`config.mk`:
```
export PLATFORM = sky130hd
export DESIGN_NAME = regfile_sb
export DESIGN_NICKNAME = d
export VERILOG_FILES = /design/src/rtl/regfile_sb.sv
export SDC_FILE = /design/constraint.sdc
export NUM_CORES = 2
export LEC_CHECK = 0
export ABC_AREA = 1
export BUFFER_PORTS_ARGS = -buffer_cell sky130_fd_sc_hd__buf_2
export CORE_MARGIN = 1.5
export CORE_UTILIZATION = 40
export CTS_CLUSTER_SIZE = 24
export DETAILED_ROUTE_END_ITERATION = 8
export HOLD_SLACK_MARGIN = 0.12
export PLACE_DENSITY_LB_ADDON = 0.2
export SYNTH_ARGS = -nofsm -noshare
export SYNTH_HDL_FRONTEND = slang
export SYNTH_SLANG_ARGS = --single-unit
```
`constraint.sdc`:
```
create_clock -name clk -period 64.7 [get_ports clk]
set_input_delay 9.705 -clock clk [delete_from_list [all_inputs] [get_ports clk]]
set_output_delay 9.705 -clock clk [all_outputs]
set_load 0.02 [all_outputs]
```
`src/rtl/regfile_sb.sv`:
```
// regfile_sb: parametrised integer register file with a per-register
// pending-write scoreboard. Two combinational read ports, one synchronous
// write port, optional hardwired-zero x0 and optional write-to-read bypass.
module regfile_sb #(
  parameter int XLEN     = 32,
  parameter int AW       = 5,
  parameter bit ZERO_REG = 1'b1,
  parameter bit BYPASS   = 1'b1
) (
  input  logic            clk,
  input  logic            rst,
  input  logic            we,
  input  logic [AW-1:0]   wa,
  input  logic [XLEN-1:0] wd,
  input  logic [AW-1:0]   ra1,
  input  logic [AW-1:0]   ra2,
  output logic [XLEN-1:0] rd1,
  output logic [XLEN-1:0] rd2,
  input  logic            iss_valid,
  input  logic [AW-1:0]   iss_rd,
  output logic            iss_ready,
  output logic            busy1,
  output logic            busy2,
  output logic [AW:0]     pend_cnt
);

  localparam int NREGS = 2**AW;

  logic [XLEN-1:0]  r_regs [NREGS];
  logic [NREGS-1:0] r_pend;
  logic [AW:0]      r_pend_cnt;

  logic w_wr_en;       // write actually lands in the array
  logic w_hit1;        // writeback forwards to read port 1
  logic w_hit2;        // writeback forwards to read port 2
  logic w_hit_iss;     // writeback resolves the issue destination this cycle
  logic w_iss_en;      // accepted issue that really marks a register pending
  logic w_cnt_inc;
  logic w_cnt_dec;

  // Qualify write, issue and the pending-count delta for this cycle.
  // NOTE: every always_comb output gets a value on every path (here by
  // unconditional assignment), otherwise synthesis infers a latch.
  always_comb begin
    w_wr_en   = we && !(ZERO_REG && (wa == '0));
    w_hit1    = BYPASS && we && (wa == ra1);
    w_hit2    = BYPASS && we && (wa == ra2);
    w_hit_iss = BYPASS && we && (wa == iss_rd);
    iss_ready = !(r_pend[iss_rd] && !w_hit_iss);
    w_iss_en  = iss_valid && iss_ready && !(ZERO_REG && (iss_rd == '0));
    // A register becomes newly pending only if it was clear before; a write
    // clears one only if no same-register issue re-arms it in this cycle.
    w_cnt_inc = w_iss_en && !r_pend[iss_rd];
    w_cnt_dec = w_wr_en && r_pend[wa] && !(w_iss_en && (iss_rd == wa));
  end

  // Combinational read ports with x0 forcing and optional bypass.
  always_comb begin
    rd1   = r_regs[ra1];
    rd2   = r_regs[ra2];
    busy1 = r_pend[ra1] && !w_hit1;
    busy2 = r_pend[ra2] && !w_hit2;
    if (w_hit1) rd1 = wd;
    if (w_hit2) rd2 = wd;
    if (ZERO_REG && (ra1 == '0)) begin
      rd1   = '0;
      busy1 = 1'b0;
    end
    if (ZERO_REG && (ra2 == '0)) begin
      rd2   = '0;
      busy2 = 1'b0;
    end
  end

  // Register array: cleared by reset, written by the writeback stage.
  // NOTE: the storage array is reset on purpose because every register must
  // read back as zero after reset; this keeps it in flops, not a RAM macro.
  always_ff @(posedge clk or posedge rst) begin
    if (rst) begin
      for (int i = 0; i < NREGS; i++) r_regs[i] <= '0;
    end else if (w_wr_en) begin
      r_regs[wa] <= wd;
    end
  end

  // Pending bits: writeback clears, accepted issue sets; issue wins a tie.
  // NOTE: sequential state uses non-blocking assignments; with two to the
  // same bit in one block the later one wins, which gives issue priority.
  always_ff @(posedge clk or posedge rst) begin
    if (rst) begin
      r_pend <= '0;
    end else begin
      if (w_wr_en)  r_pend[wa]     <= 1'b0;
      if (w_iss_en) r_pend[iss_rd] <= 1'b1;
    end
  end

  // Running population count of the pending bits.
  always_ff @(posedge clk or posedge rst) begin
    if (rst) begin
      r_pend_cnt <= '0;
    end else begin
      case ({w_cnt_inc, w_cnt_dec})
        2'b10:   r_pend_cnt <= r_pend_cnt + (AW+1)'(1);
        2'b01:   r_pend_cnt <= r_pend_cnt - (AW+1)'(1);
        default: r_pend_cnt <= r_pend_cnt;
      endcase
    end
  end

  assign pend_cnt = r_pend_cnt;

endmodule

```
==> impl_metrics.json <==
{
  "max_freq_mhz": 40.91,
  "hold_viol_final": 0,
  "cp_num_cells": 9,
  "rr_worst_depth": 22,
  "slew_headroom": 0.01646,
  "clock_skew_ns": 0.01347,
  "cts_root_buffer": "clkbuf_16",
  "yosys.area_share.adder": 0.001390,
  "status": "complete, but fails checks",
  "fin_util": 0.4353,
  "ys_warn_count": 0,
  "r2r_end": "pend_cnt[5]",
  "start_kind": "primary input",
  "violations": "capacitance limit",
  "synthCells": 8059,
  "cts_made_buffers": 119,
  "post_cts_buffers": 0,
  "min_period_over_period": 0.3778,
  "path_delay_family": "buffers and inverters",
  "hpwl_um": 136200,
  "rsz0062_at_grt": "false",
  "antenna_found_initial": 21,
  "synth_top_family_by_area": "compound AO/OA/AOI/OAI gates",
  "cts-hold-fix-buffers": 0,
  "cts.sinks": 1062,
  "synth_compound_area_frac": 0.2620,
  "worst_ep_arrival_time_ns": 14.74,
  "synth.distinct_cells": 39,
  "total_power_mw": 2.050,
  "worst_slew_pin_slew_ns": 1.474,
  "holdPathStages": 0,
  "grt_pass1_vias": 53814,
  "rr_startpoint": "r_pend[4]",
  "grt_pass1_wl_um": 367400,
  "gr-usage-all-layers": 0.3241,
  "power.density_nw_per_um2": 31.89,
  "drive_gt1_frac": 0.06736,
  "synthDominantCellAreaShare": 0.4472,
  "die_x_um": 388.4,
  "netlist_area_um2": 59420,
  "globalplace.congestion": 0.8957,
  "clock_path_buffers": 3,
  "hold_start": "r_regs[1013]",
  "crit_slowest_cell": "o21ai_0",
  "synth_area_per_cell_um2": 7.374,
  "grt_max_degree": 158,
  "ctsResizeCount": 0,
  "fp.coreArea_um2": 147700,
  "synth_xor_xnor_area_share": 0.001032,
  "crit_required_ns": 54.99,
  "path_buf_inv": 4,
  "synth_nets": 8121,
  "p_leak_nw": 27.88,
  "die_y_um": 388.4,
  "slowest_delay_ns": 1.35,
  "muxShareOfSynthArea": 0,
  "num_vias": 58854,
  "drt-vias-per-instance": 6.089,
  "worst_setup_path_end_kind": "output pin",
  "synth-edff-count": 0,
  "start_util": 0.4024,
  "finalSetupViolations": 0,
  "routed_wl_um": 249800,
  "firstDrtPassIters": 7,
  "cts_tree": "yes",
  "ant_nets": 0,
  "synth_simple_gate_area_frac": 0.1880,
  "rows": 141,
  "worst-r2r-setup-slack_ns": 61.51,
  "synth_top_cell_by_area": "dfrtp_1",
  "grt-ovfl-total": 0,
  "die_area_um2": 150900,
  "synth-main-ff-cell": "dfrtp_1",
  "io_pins": 129,
  "post_drt_wl_per_cell_um": 25.85,
  "synthTopCellsByArea": "dfrtp_1, o21ai_0, nand2_1",
  "finalSetupTns_ns": 0,
  "worstPathCellList": "buf_8 -> buf_4 -> o22ai_1 -> a211oi_1 -> nand2_1 -> nor2_4 -> inv_2 -> o21ai_0 -> buf_2",
  "fin_crit_ns": 24.44,
  "async_flop_share": 1.000,
  "clk_pin_slew_ns": 0.06,
  "first_iter_violations": 8537,
  "min-delay-path-class": "reg2reg",
  "area_delta_synth_final_pct": 8.170,
  "drc": 0,
  "cts_max_level": 3,
  "fin_nets": 7677,
  "slew_viol_final": 0,
  "worstSkewPairLatency_ns": 0.75,
  "port_buffers": 128,
  "holdPathEnd": "r_regs[1013]",
  "yosysSeqAreaShare": 0.4472,
  "cp_max_fo": 148,
  "worstSetupPathType": "in2out",
  "max_cap_viol_count": 1,
  "synth_seq_cells": 1062,
  "ir_worst_vdd_v": 0.00002276
}
==> stage by stage <==
step,area [um^2],setup WS (ns),cells,hold WS [ns]
after floorplan,59420,25.10,8059,0.4400
after global placement,60040,40.36,9424,0.3764
after detailed placement,60040,40.49,9424,0.3803
after CTS,64240,40.48,9650,0.3940
after global routing,64260,40.41,9659,0.4027
final,64280,40.26,9665,0.3913
==> worst max path at each step <==
stage                     slack (ns)   start           to
after detailed placement       40.49  ra2[0]      rd2[31]
final                          40.26  ra2[0]      rd2[31]
after CTS                      40.48  ra2[0]      rd2[31]
after global routing           40.41  ra2[0]      rd2[31]
after floorplan                25.10     rst  pend_cnt[0]
after global placement         40.36  ra2[0]      rd2[31]
==> synthesized netlist by cell type (all sizes together), types with 11 or more instances <==
cell type and n:
nand3 713, inv 652, o2111ai 11, dfrtp 1062
nor2 293, o21ai 1702, o211ai 414, nand4 66
clkbuf 375, buf 425, nand2 1538, o22ai 11
nor3 31, a21oi 731
==> where the power goes <==
| part | internal, mW | leakage [nW] | switching (mW) |
|---|---|---|---|
| combinational | 0.137 | 13.0 | 0.293 |
| clock | 0.437 | 2.09 | 0.301 |
| sequential | 0.806 | 12.8 | 0.0754 |
| total | 1.38 | 27.9 | 0.669 |
==> final cells by class <==
| type | instances | area (um^2) |
|---|---|---|
| Tap cell | 1930 | 2415 |
| Inverter | 654 | 2501 |
| Clock buffer | 176 | 3546 |
| Timing Repair Buffer | 235 | 1515 |
| Sequential cell | 1062 | 26580 |
| Clock inverter | 50 | 650.6 |
| Antenna cell | 15 | 37.54 |
| Multi-Input combinational cell | 5543 | 27040 |
| Fill cell | 14922 | 83390 |
==> flip-flops by register name (all words and copies together) (netlist names) <==
| register | flops |
|---|---|
| pend_cnt | 6 |
| r_pend | 32 |
| r_regs | 1024 |
==> layer usage <==
| layer | GRT usage | share of wire | up-vias |
|---|---|---|---|
| met5 | 0 | 0 | - |
| li1 | - | - | 26390 |
| met3 | 0.06148 | 0.11 | 677 |
| met1 | 0.4484 | 0.41 | 28221 |
| met2 | 0.4889 | 0.44 | 3566 |
| met4 | 0.1517 | 0.049 | 0 |
==> cell usage in the layout, fill, tap and decap left out, drive strengths merged, types with 44 or more instances in the layout <==
master	netlist	final
o211ai	414	414
nand4	66	66
o21ai	1702	1702
clkinv	2	44
inv	652	644
clkbuf	375	176
nand3	713	713
nor2	293	293
buf	425	235
dfrtp	1062	1062
a21oi	731	731
nand2	1538	1538
==> logic make-up (layout without fill, tap and decap cells) <==
logic type	after synthesis	after routing
compound gates	2884	2884
simple gates	2646	2646
buf+inv	1454	1115
flops	1062	1062
xor+xnor	7	7
fa+ha+maj	6	6
other cells	0	15
Note: power is estimated with default switching activity, not from simulation.
